## config.mk

```make
export PLATFORM = sky130hd
export DESIGN_NAME = ram_rr_arbiter
export DESIGN_NICKNAME = d
export VERILOG_FILES = /design/src/rtl/ram_rr_arbiter.sv
export SDC_FILE = /design/constraint.sdc
export NUM_CORES = 1
export LEC_CHECK = 0
export CORE_ASPECT_RATIO = 1.2
export CORE_MARGIN = 1
export CORE_UTILIZATION = 25
export DETAILED_ROUTE_END_ITERATION = 7
export GPL_TIMING_DRIVEN = 1
export MAX_ROUTING_LAYER = met4
export PLACE_DENSITY_LB_ADDON = 0.2
export RECOVER_POWER = 25
export SLEW_MARGIN = 25
export SYNTH_ARGS = -nofsm -noshare
export SYNTH_HDL_FRONTEND = slang
export SYNTH_SLANG_ARGS = --single-unit
```

## constraint.sdc

```tcl
create_clock -name clk -period 1.5 [get_ports clk]
set_input_delay 0.3 -clock clk [delete_from_list [all_inputs] [get_ports clk]]
set_output_delay 0.3 -clock clk [all_outputs]
set_load 0.05 [all_outputs]
```

## src/rtl/ram_rr_arbiter.sv

```systemverilog
// ram_rr_arbiter: shares one RAM between requesters A and B.
// After reset it writes zero to every RAM word. It then grants one
// access per cycle, round-robin, and returns read data with a
// per-requester valid one cycle after the read grant.
module ram_rr_arbiter #(
    parameter int MEM_WIDTH = 16,
    parameter int MEM_DEPTH = 1024,
    parameter int ADDR_SIZE = 10,
    parameter int INIT_EN   = 1
) (
    input  logic                 clk,
    input  logic                 rst,
    input  logic                 req_a,
    input  logic                 we_a,
    input  logic [ADDR_SIZE-1:0] addr_a,
    input  logic [MEM_WIDTH-1:0] wdata_a,
    output logic                 gnt_a,
    output logic                 rvalid_a,
    input  logic                 req_b,
    input  logic                 we_b,
    input  logic [ADDR_SIZE-1:0] addr_b,
    input  logic [MEM_WIDTH-1:0] wdata_b,
    output logic                 gnt_b,
    output logic                 rvalid_b,
    output logic [MEM_WIDTH-1:0] rdata,
    output logic                 init_done,
    output logic [MEM_WIDTH-1:0] ram_din,
    output logic [ADDR_SIZE-1:0] ram_addr_wr,
    output logic [ADDR_SIZE-1:0] ram_addr_rd,
    output logic                 ram_wr_en,
    output logic                 ram_rd_en,
    output logic                 ram_blk_select,
    input  logic [MEM_WIDTH-1:0] ram_dout
);

    typedef enum logic {ST_INIT, ST_RUN} state_t;
    typedef enum logic {REQ_A, REQ_B} req_t;

    localparam logic [ADDR_SIZE-1:0] LAST_ADDR = ADDR_SIZE'(MEM_DEPTH - 1);

    state_t                 state;
    state_t                 state_next;
    req_t                   last_gnt;
    logic [ADDR_SIZE-1:0]   init_addr;

    // The sweep is over exactly when the controller is in RUN.
    assign init_done = (state == ST_RUN);

    // Read data comes straight from the RAM's output register.
    assign rdata = ram_dout;

    // State, sweep address, round-robin history and read-valid registers.
    always_ff @(posedge clk or posedge rst) begin
        if (rst) begin
            if (INIT_EN != 0) begin
                state <= ST_INIT;
            end else begin
                state <= ST_RUN;
            end
            init_addr <= '0;
            last_gnt  <= REQ_B;
            rvalid_a  <= 1'b0;
            rvalid_b  <= 1'b0;
        end else begin
            state <= state_next;
            if (state == ST_INIT) begin
                init_addr <= init_addr + ADDR_SIZE'(1);
            end
            if (gnt_a) begin
                last_gnt <= REQ_A;
            end else if (gnt_b) begin
                last_gnt <= REQ_B;
            end
            rvalid_a <= gnt_a & ~we_a;
            rvalid_b <= gnt_b & ~we_b;
        end
    end

    // Next state, arbitration and RAM port drive.
    always_comb begin
        state_next     = state;
        gnt_a          = 1'b0;
        gnt_b          = 1'b0;
        ram_blk_select = 1'b0;
        ram_wr_en      = 1'b0;
        ram_rd_en      = 1'b0;
        ram_addr_wr    = '0;
        ram_addr_rd    = '0;
        ram_din        = '0;
        case (state)
            ST_INIT: begin
                ram_blk_select = 1'b1;
                ram_wr_en      = 1'b1;
                ram_addr_wr    = init_addr;
                if (init_addr == LAST_ADDR) begin
                    state_next = ST_RUN;
                end
            end
            ST_RUN: begin
                // On contention the requester that did not win last goes.
                if (req_a && (!req_b || last_gnt == REQ_B)) begin
                    gnt_a = 1'b1;
                end else if (req_b) begin
                    gnt_b = 1'b1;
                end
                if (gnt_a) begin
                    ram_blk_select = 1'b1;
                    ram_wr_en      = we_a;
                    ram_rd_en      = ~we_a;
                    ram_addr_wr    = addr_a;
                    ram_addr_rd    = addr_a;
                    ram_din        = wdata_a;
                end else if (gnt_b) begin
                    ram_blk_select = 1'b1;
                    ram_wr_en      = we_b;
                    ram_rd_en      = ~we_b;
                    ram_addr_wr    = addr_b;
                    ram_addr_rd    = addr_b;
                    ram_din        = wdata_b;
                end
            end
            default: state_next = ST_INIT;
        endcase
    end

endmodule

```

* Word-level counts from Yosys, hierarchy flattened *
Cells that the tools add are included.
Widths: inputs -> output; s select.

storage, ports and cells
  register bits = 14
  bits in latches = 0
  RAM bits = 0
  memory bits (read-only) = 0
  input bits = 74
  output and inout port bits = 60
  logic and storage cells = 43
  memories kept = 0

operators by class
  $add $sub $neg = 1
  multiply operators = 0
  div/mod/pow operators = 0
  $lt $le $gt $ge = 0
  eq/ne operators = 1
  shifts and indexed selects = 0
  muxes and demuxes = 27
  bitwise gates (word level) = 5
  reductions and logical operators = 4

operator list
  cell                   count
  $mux 16                3
  $mux 10                3
  $pmux 10 s2            1
  $mux 1                 18
  $add 10x1->10 const B  1
  $eq 10x10->1 const B   1
  $pmux 1 s2             2
  $not 1->1              3
  $and 1x1->1            2
  $reduce_bool 2->1      1
  $logic_and 1x1->1      1
  $logic_not 1->1        1
  $logic_or 1x1->1       1

* Depth between registers and ports, before layout *
Gate-level depths: netlist of run 1.

  depth after elaboration = 8
  mapped depth = 5
  gate-level depth less buffers = 4

* Least setup slack after synthesis of run 1 *
Ideal clock, no wire load.

  path type = register to output
  start point = register state, in the netlist init_done
  end point = output ram_rd_en
  data arrival time = 2,269 ps
  data required time = 1,200 ps
  path slack = -1,069 ps
  cell stages (with the launch flop) = 4
  path buffers = 2
  path through = dfrtp_1 > buf_2 > buf_2 > a21boi_0

on the way
  word-level cells in the longest chain between the ends = 1

ends and longest elaborated chain
  what                    RTL line  text
  start, declared         41        state_t state;
  start signal, assigned  65        state <= state_next;
  $mux 1                  90        case (state)
  end, declared           31        output logic ram_rd_en,

Every way passes these cells.

* Final worst setup path of run 1 *
  start point = register last_gnt
  end point = output ram_addr_wr[6]

on the way
  word-level cells in the longest chain between the ends = 7
  elaborated cells between the ends (all ways) = 9
  classes of those cells = mux: 7; reduce/logical: 2

ends and longest elaborated chain
  what                    RTL line  text
  start, declared         43        req_t last_gnt;
  start signal, assigned  61        last_gnt <= REQ_B;
  start signal, assigned  70        last_gnt <= REQ_A;
  start signal, assigned  72        last_gnt <= REQ_B;
  $logic_or 1x1->1 *      101       if (req_a && (!req_b || last_gnt == REQ_B)) begin
  $logic_and 1x1->1 *     101
  $mux 1                  101
  $mux 1                  90
  $mux 10                 113       end else if (gnt_b) begin
  $mux 10 *               106       if (gnt_a) begin
  $pmux 10 s2 *           90
  end, declared           28        output logic [ADDR_SIZE-1:0] ram_addr_wr,

Mark *: on every way between the ends. The rest lies on a longest branch, timed or not. The select of a mux whose other input is x is not followed.

==> metrics, run 1 <==
Worst-Margin Slew 0.5646 ns; distinct cell type count after synthesis 30; 1st-iter DRT viols 18; Max clock buf depth 2; failing checks negative setup slack; routed length per instance 18.19 um; # DRC 0; Worst Setup End Kind output pin; utilization after layout 69.48%; period utilisation layout 137.5%; first-pass GRT wire length 8045 um; DP Worst Slack -0.6159 ns; Startpoint Class flop; Post-DRT Antenna Nets 0; placed wire-length estimate 3754 um; Setup CP Type flop to output pin; Max IR drop VDD 0.3386 mV; CTS tree done; DIE AREA 0.005200 sq mm; WL final 5311 um; Final Slew Violations 0; Design Area, Final 0.003239 sq mm; Reg2Reg Setup Slack -0.13 ns; largest net degree at the start of global routing 17; relative slew slack 62.32%; peak fanout along the critical path 7; PD cells 300.6 mW/mm^2; ys flop type dfrtp_1; Initial Utilization 26.36%; Hold Vio Cnt, Final 0; outcome finished with violations; layer with the highest usage met2; DR vias 1,490; die height 78.80 um; RSZ-0062 raised after global routing yes; fin nets 310; synthesized area 0.001229 sq mm; post-synthesis sequential area ratio 28.62%; met1 Usage GRT 21.15%; skew final 0.0009561 ns; asr flop ratio synth 100.0%; CTS sink count 14; CTS clk-pin slew, worst paths 0.06 ns; HP Class input port to asynchronous set/reset pin; Post-CTS Hold Buffers 0; max-cap violation count 0; final setup margin -0.5620 ns; met3 GRT Util 3.736%; CTS H-tree lvls 1; WP data arrival 1.76 ns; register bit total from synthesis 14; CTS buffer count 3; vias per cell 5.103; clock latency on the worst-skew pair 0.25 ns; Yosys top cell by area dfrtp_1; vias in the first global route 1,606; FILL cells 321; core area 0.004662 sq mm; DRT Pass-1 Iters 4; M2 GR Usage 39.90%; share of cells above drive strength 1 52.99%; share of the synthesized area in the top cell type 26.48%; Die W 66.00 um; Max Freq 0.4850 GHz; CTS root buf clkbuf_8; antenna diode count 0; Synth Area per Inst 9.829 sq um; LEAKAGE 1.442 nW; area grow syn2layout 163.6%; Pwr Total 0.9737 mW; Min Clock Period, post-route 2.062 ns; total gr overflow 0; syn_nets 200; non-filler cells in the finished layout 292; site row count 27; Cells after Synth 125; Placed Area 0.002908 sq mm; Placed Cells 277; Total GRT Usage 20.60%; EDFF count, synth 0; antenna violations before repair 0; synth top area cells dfrtp_1 (26%), a22o_1 (19%), buf_4 (10%), a221o_1 (8.1%), nor2b_1 (6.1%); Port Buffers 101; required time worst endpoint 1.20 ns; RD Place Congestion 0.8485; IO Count 134; YS warnings 0; Setup-failing EPs final 42
-- cells by family (layout without fill, tap and decap cells) --
kind of cell	Yosys count	in the layout	synth area share, %
compound gates	41	41	30.35
simple gates	31	33	15.99
buf+inv	28	135	16.70
flops	14	14	28.62
xor+xnor	9	9	6.416
fa+ha+maj	1	1	1.018
mux	1	1	0.9164
-- cells in the mapped netlist, types with 2 or more instances --
cell      count
nand4_1       2
nor2b_1      12
buf_6         4
inv_1         2
nand2b_1      3
buf_2         5
nand2_1       4
a22o_1       26
xnor2_1       8
buf_4        17
a221o_1      10
dfrtp_1      13
nand3_1       2
-- registers in the layout, indices dropped and copies added, names as in the netlist --
signal	cells
init_addr	10
init_done	1
last_gnt	1
rvalid_a	1
rvalid_b	1
-- worst max-delay path, stage by stage, from the launching register on --
cell	delay [ns]
dfstp_2	0.55
a21boi_2	0.06
and2_4	0.19
clkbuf_16	0.17
a221o_2	0.38
buf_12	0.16
-- final cells by class --
type / instances / area [sq um] / share of cell area [%]
repair buffers: 129 / 1792 / 55.31
multi-input cells: 85 / 959.7 / 29.63
flip-flops and latches: 14 / 352.8 / 10.89
well taps: 58 / 72.57 / 2.240
clock buffers: 4 / 55.05 / 1.699
inverters: 2 / 7.507 / 0.2317
-- report_power, final --
group | internal, mW | leakage (nW) | total (mW) | switching (mW)
clock | 0.233 | 0.0288 | 0.380 | 0.147
combinational | 0.146 | 1.24 | 0.216 | 0.0694
sequential | 0.378 | 0.176 | 0.378 | 0
total | 0.757 | 1.44 | 0.974 | 0.216
-- stage by stage --
stage / hold WS [ns] / setup TNS (ns)
final: 0.3970 / -20.51
after global routing: 0.4567 / -22.39
after CTS: 0.4119 / -20.12
after detailed placement: 0.4939 / -21.35
after global placement: 0.4770 / -19.88
after floorplan: 0.1884 / -4.891
-- final timing paths --
kind,from,depth (start not counted),end
hold reg to reg,init_addr[0]$_DFFE_PP0N_,1,init_addr[0]$_DFFE_PP0N_
setup reg to reg,last_gnt$_DFFE_PP1P_,7,rvalid_a$_DFF_PP0_
min in group clk,init_addr[0]$_DFFE_PP0N_,1,init_addr[0]$_DFFE_PP0N_
hold / removal,rst,2,rvalid_b$_DFF_PP0_
max in group asynchronous,rst,2,init_done$_DFF_PP0_
setup / recovery,last_gnt$_DFFE_PP1P_,5,ram_addr_wr[6]
-- routing by layer --
| layer | wire (um) | vias up |
|---|---|---|
| met1 | 1900 | 716 |
| li1 | - | 681 |
| met2 | 2892 | 85 |
| met4 | 57 | 0 |
| met3 | 461 | 8 |
| met5 | 0 | - |
-- timing repair --
item	in CTS	in global routing
gates resized for setup	20	11
cloned	4	1
endpoints found under the setup margin	43	42
pin swaps	17	15
buffers inserted	5	3
-- cell usage in the layout, fill, tap and decap left out, drive strengths merged, types with 2 or more instances in the layout --
cell,instances
a22o,26
nand4,2
a21boi,2
xnor2,8
buf,71
dlygate4sd2,2
dfrtp,13
a221o,10
nand3,2
nand2b,3
clkbuf,5
inv,2
and3,4
nor2b,12
nand2,4
clkdlybuf4s50,55
No activity file was read; power rests on OpenSTA's default activity.
==> run 2: changes to the inputs <==
Settings changed: CORE_ASPECT_RATIO 1.2 to 1.5, HOLD_SLACK_MARGIN set to 0.15.
==> run 2 against run 1 <==
Against the previous run:
- the flow still finishes with violations (negative setup slack)
- highest routed layer unchanged
- combinational power is essentially flat
- count of clock-buffer cells in the layout is the same
- cell area shrank 1.8%
- wire length grew 3.5%
- via count shrank 0.27%
- critical path depth is the same
- total power shrank 5.8%
- register-to-register slack gained 0.02 ns
- fmax grew 1.5%
- sequential cell count is the same
==> metrics, run 2 (synthesis gave the netlist of run 1 again) <==
IO Count 134; peak fanout along the critical path 15; area grow syn2layout 159.0%; Port Buffers 101; RSZ-0062 raised after global routing yes; antenna diode count 0; core area 0.004617 sq mm; final setup margin -0.5319 ns; share of cells above drive strength 1 52.14%; CTS root buf clkbuf_8; Placed Cells 283; Total GRT Usage 21.69%; CTS clk-pin slew, worst paths 0.06 ns; P_int 0.7147 mW; Startpoint Class flop; Hold Vio Cnt, Final 0; CTS tree done; relative slew slack 64.10%; period utilisation layout 135.5%; fin nets 310; Max clock buf depth 2; site row count 30; CTS sink count 14; CP most frequent cell buf_12; register area 352.8 sq um; RD Place Congestion 0.7038; DIE AREA 0.005205 sq mm; slowest stage cell, crit path dfstp_2; HP Class input port to asynchronous set/reset pin; multi-input logic area 919.6 sq um; Max IR drop VDD 0.3941 mV; CTS buffer count 3; Reg with most FFs init_addr; sw power 0.2023 mW; total gr overflow 0; PD cells 288.2 mW/mm^2; WP data arrival 1.73 ns; placed wire-length estimate 3936 um; max reg flops 10; outcome finished with violations; die height 87.86 um; vias per cell 4.987; LEAKAGE 1.398 nW; DRT Pass-1 Iters 4; Max Freq 0.4922 GHz; most common cell after layout, fill and taps aside clkdlybuf4s50_1; Combinational Power Share 23.8%; routed length per instance 18.44 um; Net Sw Frac 22.06%; WL final 5496 um; Setup-failing EPs final 42; largest net degree at the start of global routing 17; Worst-Margin Slew 0.5380 ns; required time worst endpoint 1.20 ns; failing checks negative setup slack; max-cap violation count 0; Worst path max stage delay 0.54 ns; Pwr Total 0.9169 mW; cells along the critical path a21boi_2 > and2_4 > buf_12 > a221o_2 > buf_12; Min Clock Period, post-route 2.032 ns; Setup CP Type flop to output pin; Die W 59.24 um; # DRC 0; FILL cells 335; Post-DRT Antenna Nets 0; non-filler cells in the finished layout 298; clock latency on the worst-skew pair 0.25 ns; CTS H-tree lvls 1; vias in the first global route 1,649; Clock power frac 35.0%; antenna violations before repair 0; Worst Setup End Kind output pin; most frequent cells in the layout clkdlybuf4s50_1 (55), buf_12 (48), a22o_4 (21); DR vias 1,486; 1st-iter DRT viols 51; Sequential Power Share 41.2%; first-pass GRT wire length 8093 um; skew final 0.003265 ns; Post-CTS Hold Buffers 0; Reg2Reg Setup Slack -0.11 ns; Initial Utilization 26.61%; Final Slew Violations 0
[run 2: cell types whose count changed in the layout (fill, tap and decap cells not counted), sizes merged]
| cell | previous run | this run |
|---|---|---|
| clkbuf | 5 | 4 |
| buf | 71 | 72 |
| dlygate4sd2 | 2 | 1 |
| clkdlybuf4s15 | 0 | 1 |
[run 2: timing repair]
action                                  in CTS  in global routing
buffers inserted                             6                  2
endpoints found under the setup margin      43                 42
gates cloned                                 4                  0
pin swaps                                   22                  8
resized for setup                           17                 10
[run 2: power groups by stage]
stage / Sequential, mW / Clock, mW / Combinational, mW
after CTS: 0.378 / 0.330 / 0.216
after global placement: 0.385 / 0 / 0.207
after global routing: 0.378 / 0.336 / 0.230
after floorplan: 0.385 / 0 / 0.130
after detailed placement: 0.385 / 0 / 0.213
final: 0.378 / 0.321 / 0.218
[run 2: area by class of cell]
| class | count | area share (%) |
|---|---|---|
| multi-input cells | 85 | 28.90 |
| flip-flops and latches | 14 | 11.09 |
| well taps | 64 | 2.517 |
| repair buffers | 129 | 55.84 |
| inverters | 2 | 0.2359 |
| clock buffers | 4 | 1.416 |
[run 2: path summary, 6_finish.rpt]
kind / from / endpoint / cells after the start
hold reg to reg: init_addr[9]$_DFFE_PP0N_ / init_addr[9]$_DFFE_PP0N_ / 1
setup / recovery: last_gnt$_DFFE_PP1P_ / ram_addr_wr[9] / 5
setup reg to reg: last_gnt$_DFFE_PP1P_ / rvalid_a$_DFF_PP0_ / 7
max in group asynchronous: rst / init_done$_DFF_PP0_ / 2
hold / removal: rst / init_addr[5]$_DFFE_PP0N_ / 2
min in group clk: init_addr[9]$_DFFE_PP0N_ / init_addr[9]$_DFFE_PP0N_ / 1
[run 2: per-layer routing]
layer | share of wire (%) | vias up | global-route usage [%]
met4 | 2.1 | 0 | 8.442
met2 | 59 | 91 | 44.23
met3 | 8.3 | 15 | 3.693
li1 | - | 680 | -
met5 | 0 | - | -
met1 | 31 | 700 | 18.30
[run 2: stage by stage]
step                      hold slack, ns  util, %  TNS [ns]  instance area [sq um]  setup slack [ns]
final                             0.3913    68.92    -20.24                   3182           -0.5319
after detailed placement          0.4787    63.14    -21.75                   2915           -0.6048
after global routing              0.4599    68.92    -21.65                   3182           -0.5639
after global placement            0.4714    63.14    -20.26                   2915           -0.5659
after floorplan                   0.1884        -    -4.891                   1431           -0.1421
after CTS                         0.4034    68.16    -19.95                   3147           -0.5513
[run 2: worst max-delay path, delay by kind of cell, from the launching register on]
| kind | cells | cell delay, ns |
|---|---|---|
| flops | 1 | 0.54 |
| buf+inv | 2 | 0.30 |
| compound gates | 2 | 0.45 |
| simple gates | 1 | 0.19 |
==> run 3: changes to the inputs <==
Settings changed: PLACE_DENSITY set to 0.76, PLACE_DENSITY_LB_ADDON 0.2 to unset.
==> run 3 against run 2 <==
Against the previous run:
- largest cell class unchanged
- the run still ends with negative setup slack left
- clock power is 15% higher
- first-iteration DRC count is 41% lower
- wire length is 2.8% higher
- largest power group unchanged
==> metrics, run 3 (synthesis gave the netlist of run 1 again) <==
outcome finished with violations; failing checks negative setup slack; CTS clk-pin slew, worst paths 0.06 ns; CTS tree done; peak fanout along the critical path 14; Startpoint Class flop; period utilisation layout 141.2%; max reg flops 10; WP buf/inv 3; 1st-iter DRT viols 30; clock latency on the worst-skew pair 0.24 ns; Die W 59.24 um; die height 87.86 um; core area 0.004617 sq mm; most frequent cells in the layout clkdlybuf4s50_1 (54), buf_12 (47), buf_4 (24); Setup-failing EPs final 40; IO Count 134; final setup margin -0.6178 ns; WL final 5648 um; vias per cell 5.013; skew final 0.002683 ns; site row count 30; Worst-Margin Slew 0.7718 ns; Max clock buf depth 2; share of cells above drive strength 1 54.69%; cells along the critical path buf_6 > a21boi_4 > and2_4 > buf_12 > a221o_2 > buf_12; WP data arrival 1.82 ns; Initial Utilization 26.61%; Final Hold Slack 0.4883 ns; placed wire-length estimate 3794 um; CTS sink count 14; antenna diode count 0; max-cap violation count 0; RSZ-0062 raised after global routing yes; CTS buffer count 3; first-pass GRT wire length 7997 um; Setup CP Type flop to output pin; DRT Pass-1 Iters 4; total gr overflow 0; largest net degree at the start of global routing 18; CP most frequent cell buf_12; antenna violations before repair 0; Post-DRT Antenna Nets 0; HP Class flop to flop; DIE AREA 0.005205 sq mm; Worst path top cell family by delay flip-flops; Pwr Total 0.9756 mW; # DRC 0; RD Place Congestion 0.7337; routed length per instance 18.28 um; FILL cells 303; CTS root buf clkbuf_8; Post-CTS Hold Buffers 0; PD cells 297.6 mW/mm^2; Port Buffers 101; required time worst endpoint 1.20 ns; LEAKAGE 1.468 nW; Final Slew Violations 0; vias in the first global route 1,605; Worst path max stage delay 0.54 ns; DR vias 1,549; Worst Setup End Kind output pin; Placed Area 0.002985 sq mm; Min Clock Period, post-route 2.118 ns; Max Freq 0.4722 GHz; Design Area, Final 0.003278 sq mm; fin nets 321; area grow syn2layout 166.8%; Reg with most FFs init_addr; relative slew slack 48.54%; CTS H-tree lvls 1; Hold Vio Cnt, Final 0; Max IR drop VDD 0.4447 mV; DP Worst Slack -0.6011 ns; slowest stage cell, crit path dfstp_2; setup TNS -22.64 ns; most common cell after layout, fill and taps aside clkdlybuf4s50_1; Total GRT Usage 20.99%
[run 3: cell count changes in the layout (fill, tap and decap cells not counted), sizes merged]
cell / before / now
clkbuf: 4 / 6
dlygate4sd2: 1 / 2
clkdlybuf4s50: 55 / 54
clkdlybuf4s15: 1 / 0
buf: 72 / 81
dlygate4sd3: 0 / 1
[run 3: final cells by class]
type                       instances  area [sq um]  area share [%]
timing repair buffer             140          1854           56.57
multi-input combinational         85         928.4           28.32
sequential                        14         352.8           10.76
tap                               64         80.08           2.443
clock buffer                       4         55.05           1.679
inverter                           2         7.507          0.2290
[run 3: layer usage]
metal	vias to the layer above	global-route usage, %	share of wire (%)
li1	709	-	-
met2	65	40.25	56
met4	0	9.957	3.7
met5	-	-	0
met1	759	19.42	33
met3	16	3.250	6.4
[run 3: report_power, final]
| part | switching (mW) | total (mW) | internal [mW] | leakage (nW) |
|---|---|---|---|---|
| clock network | 0.136 | 0.369 | 0.232 | 0.0288 |
| logic | 0.0725 | 0.229 | 0.157 | 1.26 |
| registers | 0 | 0.378 | 0.378 | 0.176 |
[run 3: stage by stage]
step                      instances  utilization [%]
after global routing            309            71.00
after CTS                       305            68.54
final                           309            71.00
after detailed placement        294            64.66
after global placement          294            64.66
after floorplan                 125                -
[run 3: path summary, 6_finish.rpt]
check                                         startpoint                       end  slack (ns)  cells after the start
worst max register to register      last_gnt$_DFFE_PP1P_      last_gnt$_DFFE_PP1P_        0.06                      6
worst max-delay path                last_gnt$_DFFE_PP1P_            ram_addr_wr[2]       -0.62                      6
min in group asynchronous                            rst  init_addr[0]$_DFFE_PP0N_        0.71                      3
worst min register to register  init_addr[9]$_DFFE_PP0N_  init_addr[9]$_DFFE_PP0N_        0.49                      1
max in group asynchronous                            rst       init_done$_DFF_PP0_        0.26                      3
worst min-delay path            init_addr[9]$_DFFE_PP0N_  init_addr[9]$_DFFE_PP0N_        0.49                      1
[run 3: repair_timing]
item                                    CTS  global route
gates cloned                              3             1
endpoints found under the setup margin   41            41
setup buffers                             5             4
pin swaps                                 5            23
gates resized for setup                  13            12
[run 3: worst reg2reg max path: stages (launching register included)]
cell and delay, ns:
dfstp_2 0.54, buf_4 0.11, nand2b_4 0.15, and3_4 0.27
buf_6 0.14, buf_4 0.10, o21bai_1 0.05
